[src/rtl/clk_lock_rst_seq_if.sv]
// Status/control bundle of the MMCM lock reset sequencer.
// master drives lock flags, mask and clear; slave (the sequencer) returns resets and status.
interface clk_lock_rst_seq_if #(
  parameter int NUM_LOCK = 4,
  parameter int CNT_W    = 8
);
  logic [NUM_LOCK-1:0] locked_in;
  logic [NUM_LOCK-1:0] lock_mask;
  logic                clr_status;
  logic [NUM_LOCK-1:0] rst_n_out;
  logic                all_ready;
  logic [2:0]          state_out;
  logic [CNT_W-1:0]    lock_loss_cnt;
  logic [NUM_LOCK-1:0] loss_sticky;

  modport master (
    output locked_in, lock_mask, clr_status,
    input  rst_n_out, all_ready, state_out, lock_loss_cnt, loss_sticky
  );

  modport slave (
    input  locked_in, lock_mask, clr_status,
    output rst_n_out, all_ready, state_out, lock_loss_cnt, loss_sticky
  );
endinterface

[src/rtl/clk_lock_rst_seq.sv]
// Reset sequencer: qualifies synchronised MMCM lock flags, then releases active-low
// domain resets bit 0 first with a fixed gap; any lock loss re-asserts all and holds off.
module clk_lock_rst_seq #(
  parameter int NUM_LOCK       = 4,
  parameter int SYNC_STAGES    = 2,
  parameter int STABLE_CYCLES  = 1024,
  parameter int RELEASE_GAP    = 16,
  parameter int HOLDOFF_CYCLES = 256,
  parameter int CNT_W          = 8
) (
  input  logic               adc_clk100m,
  input  logic               reset,
  clk_lock_rst_seq_if.slave  bus
);
  typedef enum logic [2:0] {
    WAIT_LOCK = 3'd0,
    STABLE    = 3'd1,
    RELEASE   = 3'd2,
    RUN       = 3'd3,
    HOLDOFF   = 3'd4
  } state_e;

  localparam int STAB_W = $clog2(STABLE_CYCLES + 1);
  localparam int GAP_W  = $clog2(RELEASE_GAP + 1);
  localparam int HOLD_W = $clog2(HOLDOFF_CYCLES + 1);

  logic [SYNC_STAGES-1:0][NUM_LOCK-1:0] sync_q, sync_d;
  state_e                               state_q, state_d;
  logic [STAB_W-1:0]                    stab_cnt_q, stab_cnt_d;
  logic [GAP_W-1:0]                     gap_cnt_q, gap_cnt_d;
  logic [HOLD_W-1:0]                    hold_cnt_q, hold_cnt_d;
  logic [NUM_LOCK-1:0]                  rst_n_q, rst_n_d;
  logic                                 all_ready_q, all_ready_d;
  logic [CNT_W-1:0]                     loss_cnt_q, loss_cnt_d;
  logic [NUM_LOCK-1:0]                  sticky_q, sticky_d;

  logic [NUM_LOCK-1:0] locked_sync;
  logic [NUM_LOCK-1:0] rst_n_next;
  logic                all_locked;
  logic                loss;

  assign locked_sync = sync_q[SYNC_STAGES-1];
  assign all_locked  = &(locked_sync | bus.lock_mask);
  // Thermometer step: shift in one more released domain above those already out of reset.
  assign rst_n_next  = NUM_LOCK'({rst_n_q, 1'b1});

  always_comb begin
    sync_d = {sync_q[SYNC_STAGES-2:0], bus.locked_in};
  end

  always_comb begin
    state_d     = state_q;
    stab_cnt_d  = stab_cnt_q;
    gap_cnt_d   = gap_cnt_q;
    hold_cnt_d  = hold_cnt_q;
    rst_n_d     = rst_n_q;
    all_ready_d = all_ready_q;
    loss_cnt_d  = bus.clr_status ? '0 : loss_cnt_q;
    sticky_d    = bus.clr_status ? '0 : sticky_q;
    loss        = 1'b0;

    case (state_q)
      WAIT_LOCK: begin
        rst_n_d     = '0;
        all_ready_d = 1'b0;
        if (all_locked) begin
          state_d    = STABLE;
          stab_cnt_d = '0;
        end
      end
      STABLE: begin
        if (!all_locked) begin
          state_d = WAIT_LOCK;
        end else if (stab_cnt_q == STAB_W'(STABLE_CYCLES - 1)) begin
          rst_n_d   = NUM_LOCK'(1);
          gap_cnt_d = '0;
          if (NUM_LOCK == 1) begin
            state_d     = RUN;
            all_ready_d = 1'b1;
          end else begin
            state_d = RELEASE;
          end
        end else begin
          stab_cnt_d = stab_cnt_q + 1'b1;
        end
      end
      RELEASE: begin
        if (!all_locked) begin
          loss = 1'b1;
        end else if (gap_cnt_q == GAP_W'(RELEASE_GAP - 1)) begin
          rst_n_d   = rst_n_next;
          gap_cnt_d = '0;
          if (&rst_n_next) begin
            state_d     = RUN;
            all_ready_d = 1'b1;
          end
        end else begin
          gap_cnt_d = gap_cnt_q + 1'b1;
        end
      end
      RUN: begin
        if (!all_locked) begin
          loss = 1'b1;
        end else begin
          rst_n_d     = '1;
          all_ready_d = 1'b1;
        end
      end
      HOLDOFF: begin
        if (hold_cnt_q == HOLD_W'(HOLDOFF_CYCLES - 1)) begin
          state_d = WAIT_LOCK;
        end else begin
          hold_cnt_d = hold_cnt_q + 1'b1;
        end
      end
      default: state_d = WAIT_LOCK;
    endcase

    // Loss is applied after the clear so a coincident clr_status leaves only this event.
    if (loss) begin
      state_d     = HOLDOFF;
      hold_cnt_d  = '0;
      rst_n_d     = '0;
      all_ready_d = 1'b0;
      if (loss_cnt_d != '1) loss_cnt_d = loss_cnt_d + 1'b1;
      sticky_d    = sticky_d | (~locked_sync & ~bus.lock_mask);
    end
  end

  always_ff @(posedge adc_clk100m) begin
    if (reset) begin
      sync_q      <= '0;
      state_q     <= WAIT_LOCK;
      stab_cnt_q  <= '0;
      gap_cnt_q   <= '0;
      hold_cnt_q  <= '0;
      rst_n_q     <= '0;
      all_ready_q <= 1'b0;
      loss_cnt_q  <= '0;
      sticky_q    <= '0;
    end else begin
      sync_q      <= sync_d;
      state_q     <= state_d;
      stab_cnt_q  <= stab_cnt_d;
      gap_cnt_q   <= gap_cnt_d;
      hold_cnt_q  <= hold_cnt_d;
      rst_n_q     <= rst_n_d;
      all_ready_q <= all_ready_d;
      loss_cnt_q  <= loss_cnt_d;
      sticky_q    <= sticky_d;
    end
  end

  assign bus.rst_n_out     = rst_n_q;
  assign bus.all_ready     = all_ready_q;
  assign bus.state_out     = state_q;
  assign bus.lock_loss_cnt = loss_cnt_q;
  assign bus.loss_sticky   = sticky_q;
endmodule

[src/flat_wrapper.sv]
// flat-port wrapper written by rule: the top's interface ports become plain ports
module clk_lock_rst_seq_flat 
#(
  parameter int NUM_LOCK       = 4,
  parameter int SYNC_STAGES    = 2,
  parameter int STABLE_CYCLES  = 1024,
  parameter int RELEASE_GAP    = 16,
  parameter int HOLDOFF_CYCLES = 256,
  parameter int CNT_W          = 8
)
  (adc_clk100m, reset, bus_locked_in, bus_lock_mask, bus_clr_status, bus_rst_n_out, bus_all_ready, bus_state_out, bus_lock_loss_cnt, bus_loss_sticky);
  clk_lock_rst_seq_if #(.NUM_LOCK(NUM_LOCK), .CNT_W(CNT_W)) bus_i ();
  input  logic adc_clk100m;
  input  logic reset;
  input wire logic [$bits(bus_i.locked_in)-1:0] bus_locked_in;
  input wire logic [$bits(bus_i.lock_mask)-1:0] bus_lock_mask;
  input wire logic [$bits(bus_i.clr_status)-1:0] bus_clr_status;
  output wire logic [$bits(bus_i.rst_n_out)-1:0] bus_rst_n_out;
  output wire logic [$bits(bus_i.all_ready)-1:0] bus_all_ready;
  output wire logic [$bits(bus_i.state_out)-1:0] bus_state_out;
  output wire logic [$bits(bus_i.lock_loss_cnt)-1:0] bus_lock_loss_cnt;
  output wire logic [$bits(bus_i.loss_sticky)-1:0] bus_loss_sticky;
  assign bus_i.locked_in = bus_locked_in;
  assign bus_i.lock_mask = bus_lock_mask;
  assign bus_i.clr_status = bus_clr_status;
  assign bus_rst_n_out = bus_i.rst_n_out;
  assign bus_all_ready = bus_i.all_ready;
  assign bus_state_out = bus_i.state_out;
  assign bus_lock_loss_cnt = bus_i.lock_loss_cnt;
  assign bus_loss_sticky = bus_i.loss_sticky;
  clk_lock_rst_seq #(.NUM_LOCK(NUM_LOCK), .SYNC_STAGES(SYNC_STAGES), .STABLE_CYCLES(STABLE_CYCLES), .RELEASE_GAP(RELEASE_GAP), .HOLDOFF_CYCLES(HOLDOFF_CYCLES), .CNT_W(CNT_W)) u_core (.adc_clk100m(adc_clk100m), .reset(reset), .bus(bus_i));
endmodule
[config.mk]
export PLATFORM = sky130hd
export DESIGN_NAME = clk_lock_rst_seq_flat
export DESIGN_NICKNAME = d
export VERILOG_FILES = /design/src/rtl/clk_lock_rst_seq_if.sv /design/src/rtl/clk_lock_rst_seq.sv /design/src/flat_wrapper.sv
export SDC_FILE = /design/constraint.sdc
export NUM_CORES = 1
export LEC_CHECK = 0
export ABC_AREA = 1
export CAP_MARGIN = 20
export CORE_MARGIN = 4
export CORE_UTILIZATION = 61
export DETAILED_ROUTE_END_ITERATION = 10
export PLACE_DENSITY = 0.85
export SLEW_MARGIN = 20
export SYNTH_ARGS = -nofsm -noshare
export SYNTH_HDL_FRONTEND = slang
export SYNTH_SLANG_ARGS = --single-unit
[constraint.sdc]
create_clock -name adc_clk100m -period 3.1 [get_ports adc_clk100m]
set_input_delay 0.62 -clock adc_clk100m [delete_from_list [all_inputs] [get_ports adc_clk100m]]
set_output_delay 0.62 -clock adc_clk100m [all_outputs]
set_load 0.01 [all_outputs]
==> results of run 1 <==
## metal layers
metal | track usage (%) | vias up
met1 | 25.57 | 1269
met5 | 0 | -
met3 | 3.664 | 12
met2 | 38.49 | 55
met4 | 6.159 | 0
li1 | - | 1446
## path summary, 6_finish.rpt
path,to,cells after the start
setup / recovery,u_core.bus.state_out[0],14
hold reg to reg,u_core.locked_sync[3],2
setup reg to reg,u_core.bus.state_out[0],14
hold / removal,u_core.locked_sync[3],2
## sequential cells by signal, indices dropped and copies added, names as in the netlist
signal,flops
u_core.bus.all_ready,1
u_core.stab_cnt_q,11
u_core.bus.state_out,3
u_core.sync_d,4
u_core.gap_cnt_q,5
u_core.bus.rst_n_out,4
u_core.locked_sync,4
u_core.bus.lock_loss_cnt,8
u_core.hold_cnt_q,9
u_core.bus.loss_sticky,4
## critical path, stage by stage, from the launching register on
cell	delay (ns)
sky130_fd_sc_hd__dfxtp_1	0.39
sky130_fd_sc_hd__ha_1	0.17
sky130_fd_sc_hd__inv_1	0.08
sky130_fd_sc_hd__nor4_1	0.41
sky130_fd_sc_hd__nand2_1	0.09
sky130_fd_sc_hd__nor2_1	0.14
sky130_fd_sc_hd__ha_1	0.18
sky130_fd_sc_hd__nor2_2	0.05
sky130_fd_sc_hd__nand3_2	0.20
sky130_fd_sc_hd__nand2_1	0.08
sky130_fd_sc_hd__nor2_1	0.17
sky130_fd_sc_hd__nand3_1	0.11
sky130_fd_sc_hd__nand2_1	0.08
sky130_fd_sc_hd__nand2_1	0.05
sky130_fd_sc_hd__nor2_1	0.07
## cell families (layout without fill, tap and decap cells)
family,count (synthesis),in the layout,synth area share [%]
xor gates and xnor gates,6,6,1.846
DFF,53,53,37.27
and+or+nand+nor,262,262,40.57
buffers and inverters,72,105,10.07
AOI/OAI and AO/OA,43,43,8.044
adders and majority gates,5,5,2.198
## per-stage QoR
step,cell area [sq um],hold WS [ns]
after floorplan,2846,0.3883
after global routing,3273,0.4295
after detailed placement,3189,0.3969
final,3273,0.4086
after global placement,3189,0.3885
after CTS,3273,0.4098
## synthesized netlist by cell type, drive strengths merged
library cell and number:
xnor2 3, nor2 82, or2 2, nor4 3, a21oi 29, inv 63
o21bai 2, ha 5, xor2 3, buf 5, nand3 35, dfxtp 53
o21ai 9, nand3b 3, o21a 2, nand4 6, clkbuf 3, nor3b 3
nor3 4, nand2 124, clkinv 1, o2111ai 1
## final cells by class
| cell class | count | area share, % |
|---|---|---|
| Multi-Input combinational cell | 316 | 45.80 |
| Sequential cell | 53 | 32.42 |
| Timing Repair Buffer | 33 | 9.862 |
| Inverter | 64 | 7.378 |
| Clock buffer | 7 | 2.332 |
| Tap cell | 52 | 1.988 |
| Clock inverter | 1 | 0.2294 |
## where the power goes
part	switching (uW)	leakage [uW]	internal, uW
Clock	220	0.0000385	160
Sequential	63.6	0.000430	745
Combinational	470	0.000845	253
==> results.md, run 1 <==
| Parameter | Value |
|---|---|
| Outcome | complete, no violations |
| Post-synthesis sequential element count | 53 |
| Kind of end point of the critical path | register |
| Mapped Avg Cell Area | 6.455 sq um |
| Clock-pin slew on the worst setup and hold paths | 0.09 ns |
| Row count | 24 |
| Total negative slack for setup checks | 0 ns |
| GP Congestion | 0.8542 |
| Number of unique standard cell types used by synthesis | 35 |
| Core box area | 4444 sq um |
| Commonest cells after routing, fill and taps aside | sky130_fd_sc_hd__nand2_1 (122), sky130_fd_sc_hd__nor2_1 (74), sky130_fd_sc_hd__inv_1 (59) |
| Overall power consumption | 1911 uW |
| Final standard cell count with taps included and fillers excluded | 526 |
| RSZ-0062 raised after global routing | no |
| Most common cell after layout, fill and taps aside | sky130_fd_sc_hd__nand2_1 |
| Filler Cell Count | 395 |
| Total Die Area | 5823 sq um |
| Post-Route WL | 6.065 mm |
| Syn. warnings | 0 |
| Post-Route M1 WL | 2.832 mm |
| Multi-input gate area | 1499 sq um |
| Met2 wire len | 2.956 mm |
| Cell count after synthesis | 441 |
| IR Drop Worst-Case VDD | 0.5037 mV |
| Shortest period the worst path allows | 2.319 ns |
| Initial DRT Pass Iterations | 6 |
| Number of antenna violations at the first check in global routing | 0 |
| CTS tree | yes |
| Sinks on Clock Net | 53 |
| Class of the most critical hold timing path | register to register |
| DRC errors left | 0 |
| R2R setup slack | 0.78 ns |
| CTS buffer count | 5 |
| Detail Placement HPWL | 4.536 mm |
| Worst setup path category | register to register |
| Setup slack of the critical path after layout | 0.7812 ns |
| Register cell area after layout | 1061 sq um |
| Placement-stage worst setup slack | 0.5414 ns |
| Highest routed metal layer | met4 |
| DR vias | 2782 |
| Number of gates resized after cts | 0 |
| Initial Util | 64.05% |
| Max-slew violation count | 0 |
| Length of routed met3 wiring | 209 microns |
| Highest achievable clock rate | 431.3 MHz |
| Cell types with the largest area share after synthesis | sky130_fd_sc_hd__dfxtp_1 (37%), sky130_fd_sc_hd__nand2_1 (16%), sky130_fd_sc_hd__nor2_1 (9.8%) |
| Die width | 76.31 microns |
| Post-route antenna net violation count | 0 |
| Total overflow reported by the global router | 0 |
| Mean number of vias per cell | 5.289 |
| Total of endpoints with negative setup slack in the final report | 0 |
| Worst slew margin relative to its limit | 63.33% |
| Cts hold-fix bufs | 0 |
| Hold Path Origin | u_core.sync_d[7] |
| Ports placed on the boundary | 31 |
| Number of global-route vias before repair | 2514 |
| Placed cells | 518 |
| Clock root buffer master | sky130_fd_sc_hd__clkbuf_8 |
| Final core utilization | 73.65% |
| Number of I/O port buffers | 30 |
| Worst clock skew | 0.008112 ns |
| Max H-tree Level | 2 |
| Signed area change from the synthesized netlist to the final layout | 14.99% |
| Post-route clock period utilization | 74.80% |
| First-pass GRT wire length | 10.53 mm |
| Antenna diode count | 0 |
| Die extent in y | 76.31 microns |
| Detailed-route wire length per cell | 11.53 microns |
| Syn nets | 457 |
| Maximum count of clock buffers along a single path | 2 |
| Fraction of final layout cells with drive strength greater than 1 | 6.118% |
| Cell type contributing the most total cell area after synthesis | sky130_fd_sc_hd__dfxtp_1 |
| All-layer global routing usage | 21.24% |
| Sequential element share of the synthesized area | 37.27% |
| Final net count | 489 |
| Actual transition at the worst max-transition pin | 0.5484 ns |
| Pin count of the biggest net entering global routing | 23 |
| Arrival time of data at the critical path endpoint | 2.57 ns |
| Worst r2r src | u_core.hold_cnt_q[0] |
| Data required time of the critical path | 3.35 ns |
| Worst setup path start | u_core.hold_cnt_q[0] |
| Iteration-0 DRC Markers | 184 |
| Clock latency on the worst-skew pair | 0.30 ns |
| Number of setup buffers added after CTS | 0 |
| Cell Area, Synth | 2846 sq um |
| Power density over the cells | 583.9 nW/um^2 |
| Category of the worst setup path launch point | register |
| Top-area cell type share of the netlist area | 37.27% |
| Static Leak | 0.001313 uW |
| Maximum capacitance violations | 0 |
| Number of hold violations in the final report | 0 |
| Worst-path maximum fanout | 11 |
No activity file was read; power rests on OpenSTA's default activity.
==> inputs of run 2 (changes only) <==
--- a/config.mk
+++ b/config.mk
@@ -8,9 +8,9 @@
 export ABC_AREA = 1
 export CAP_MARGIN = 20
 export CORE_MARGIN = 4
-export CORE_UTILIZATION = 61
+export CORE_UTILIZATION = 51
 export DETAILED_ROUTE_END_ITERATION = 10
-export PLACE_DENSITY = 0.85
+export PLACE_DENSITY = 0.76
 export SLEW_MARGIN = 20
 export SYNTH_ARGS = -nofsm -noshare
 export SYNTH_HDL_FRONTEND = slang
==> constraint.sdc (replaced) <==
create_clock -name adc_clk100m -period 2.1 [get_ports adc_clk100m]
set_input_delay 0.42 -clock adc_clk100m [delete_from_list [all_inputs] [get_ports adc_clk100m]]
set_output_delay 0.42 -clock adc_clk100m [all_outputs]
set_load 0.01 [all_outputs]
==> results.md, run 2 (synthesis gave the netlist of run 1 again) <==
| Parameter | Value |
|---|---|
| Outcome | complete, no violations |
| Most flop-heavy register | u_core.stab_cnt_q |
| Overall power consumption | 3075 uW |
| Category of the worst setup path launch point | register |
| Number of global-route vias before repair | 2561 |
| Placement-stage worst setup slack | -0.09714 ns |
| Max-slew violation count | 0 |
| Detail Placement HPWL | 4.594 mm |
| Final standard cell count with taps included and fillers excluded | 561 |
| Initial DRT Pass Iterations | 5 |
| Actual transition at the worst max-transition pin | 0.4120 ns |
| Busiest layer in global routing | met2 |
| Iteration-0 DRC Markers | 108 |
| Commonest cells after routing, fill and taps aside | sky130_fd_sc_hd__nand2_1 (122), sky130_fd_sc_hd__nor2_1 (72), sky130_fd_sc_hd__inv_1 (58) |
| Total negative slack for setup checks | 0 ns |
| Die width | 82.71 microns |
| Signed area change from the synthesized netlist to the final layout | 23.47% |
| Sinks on Clock Net | 53 |
| Clock root buffer master | sky130_fd_sc_hd__clkbuf_8 |
| Initial Util | 54.01% |
| CTS tree | yes |
| Worst slew margin relative to its limit | 72.32% |
| Detailed-route wire length per cell | 11.24 microns |
| Maximum count of clock buffers along a single path | 2 |
| Post-Route WL | 6.304 mm |
| Ports placed on the boundary | 31 |
| All-layer global routing usage | 19.66% |
| Placed cells | 549 |
| Number of hold violations in the final report | 0 |
| Row count | 26 |
| Most common cell after layout, fill and taps aside | sky130_fd_sc_hd__nand2_1 |
| Mean number of vias per cell | 4.980 |
| Clock latency on the worst-skew pair | 0.30 ns |
| Post-route clock period utilization | 95.15% |
| Met3 routing resource usage after global routing | 3.362% |
| Arrival time of data at the critical path endpoint | 2.19 ns |
| Class of the most critical hold timing path | register to register |
| Worst hold margin | 0.4055 ns |
| First-pass GRT wire length | 10.82 mm |
| Max reg flops | 11 |
| Post-route antenna net violation count | 0 |
| Worst clock skew | 0.007541 ns |
| Total overflow reported by the global router | 0 |
| Shortest period the worst path allows | 1.998 ns |
| Number of antenna violations at the first check in global routing | 0 |
| Total Die Area | 6841 sq um |
| IR Drop Worst-Case VDD | 0.6125 mV |
| Worst-path maximum fanout | 5 |
| DRC errors left | 0 |
| Max H-tree Level | 2 |
| Clock-pin slew on the worst setup and hold paths | 0.10 ns |
| Final net count | 506 |
| DR vias | 2794 |
| Total of endpoints with negative setup slack in the final report | 0 |
| Static Leak | 0.001437 uW |
| Setup slack of the critical path after layout | 0.1019 ns |
| Kind of end point of the critical path | register |
| Core box area | 5270 sq um |
| GP Congestion | 0.8743 |
| Data required time of the critical path | 2.29 ns |
| Fraction of final layout cells with drive strength greater than 1 | 11.20% |
| Maximum capacitance violations | 0 |
| Global routing met2 resource utilization | 35.18% |
| Met1 Track Usage GR | 24.53% |
| CTS buffer count | 5 |
| Die extent in y | 82.71 microns |
| Worst setup path category | register to register |
| Power density over the cells | 874.9 nW/um^2 |
| Highest achievable clock rate | 500.5 MHz |
| Pin count of the biggest net entering global routing | 30 |
| Number of I/O port buffers | 30 |
| Antenna diode count | 0 |
-- run 2: final cells by class --
class	count	area [sq um]
fillers	474	1755
multi-input cells	316	1539
flip-flops and latches	53	1062
repair buffers	50	466.7
inverters	64	244.0
well taps	70	87.58
clock buffers	5	68.82
clock inverters	3	46.29
-- run 2: repair_timing --
action,in CTS,in global routing
buffers inserted,0,4
hold buffers,0,0
pin swaps,0,3
gates resized for setup,1,12
setup endpoints to repair,1,11
-- run 2: path summary, 6_finish.rpt --
path	depth (start not counted)	slack [ns]	endpoint	startpoint
min reg2reg	2	0.41	u_core.locked_sync[2]	u_core.sync_d[6]
max	14	0.10	u_core.hold_cnt_q[4]	u_core.hold_cnt_q[1]
min	2	0.41	u_core.locked_sync[2]	u_core.sync_d[6]
max reg2reg	14	0.10	u_core.hold_cnt_q[4]	u_core.hold_cnt_q[1]
-- run 2: metal layers --
metal  part of all wire [%]  wire length (microns)
met5                      0                      0
met4                   0.84                     53
met3                    3.2                    199
met2                     48                   3043
met1                     48                   3007
-- run 2: critical path, stage by stage, from the launching register on --
cell,delay (ns)
sky130_fd_sc_hd__dfxtp_1,0.38
sky130_fd_sc_hd__ha_4,0.16
sky130_fd_sc_hd__inv_4,0.04
sky130_fd_sc_hd__nor4_4,0.21
sky130_fd_sc_hd__buf_4,0.15
sky130_fd_sc_hd__nand2_1,0.05
sky130_fd_sc_hd__nor2_2,0.09
sky130_fd_sc_hd__ha_2,0.18
sky130_fd_sc_hd__nor2_2,0.04
sky130_fd_sc_hd__nand3_2,0.10
sky130_fd_sc_hd__buf_6,0.14
sky130_fd_sc_hd__buf_12,0.10
sky130_fd_sc_hd__nor3_2,0.04
sky130_fd_sc_hd__a21oi_1,0.14
sky130_fd_sc_hd__nor3_1,0.06
-- run 2: stage by stage --
| step | util, % | area [sq um] |
|---|---|---|
| floorplan | - | 2846 |
| CTS | 65.08 | 3430 |
| finish | 66.69 | 3515 |
| global route | 66.69 | 3515 |
| global placement | 62.80 | 3309 |
| detailed placement | 62.80 | 3309 |
-- run 2: where the power goes --
group          internal, uW  total, uW  switching, uW
registers              1100       1190           89.0
clock network           357        694            337
logic                   457       1190            735
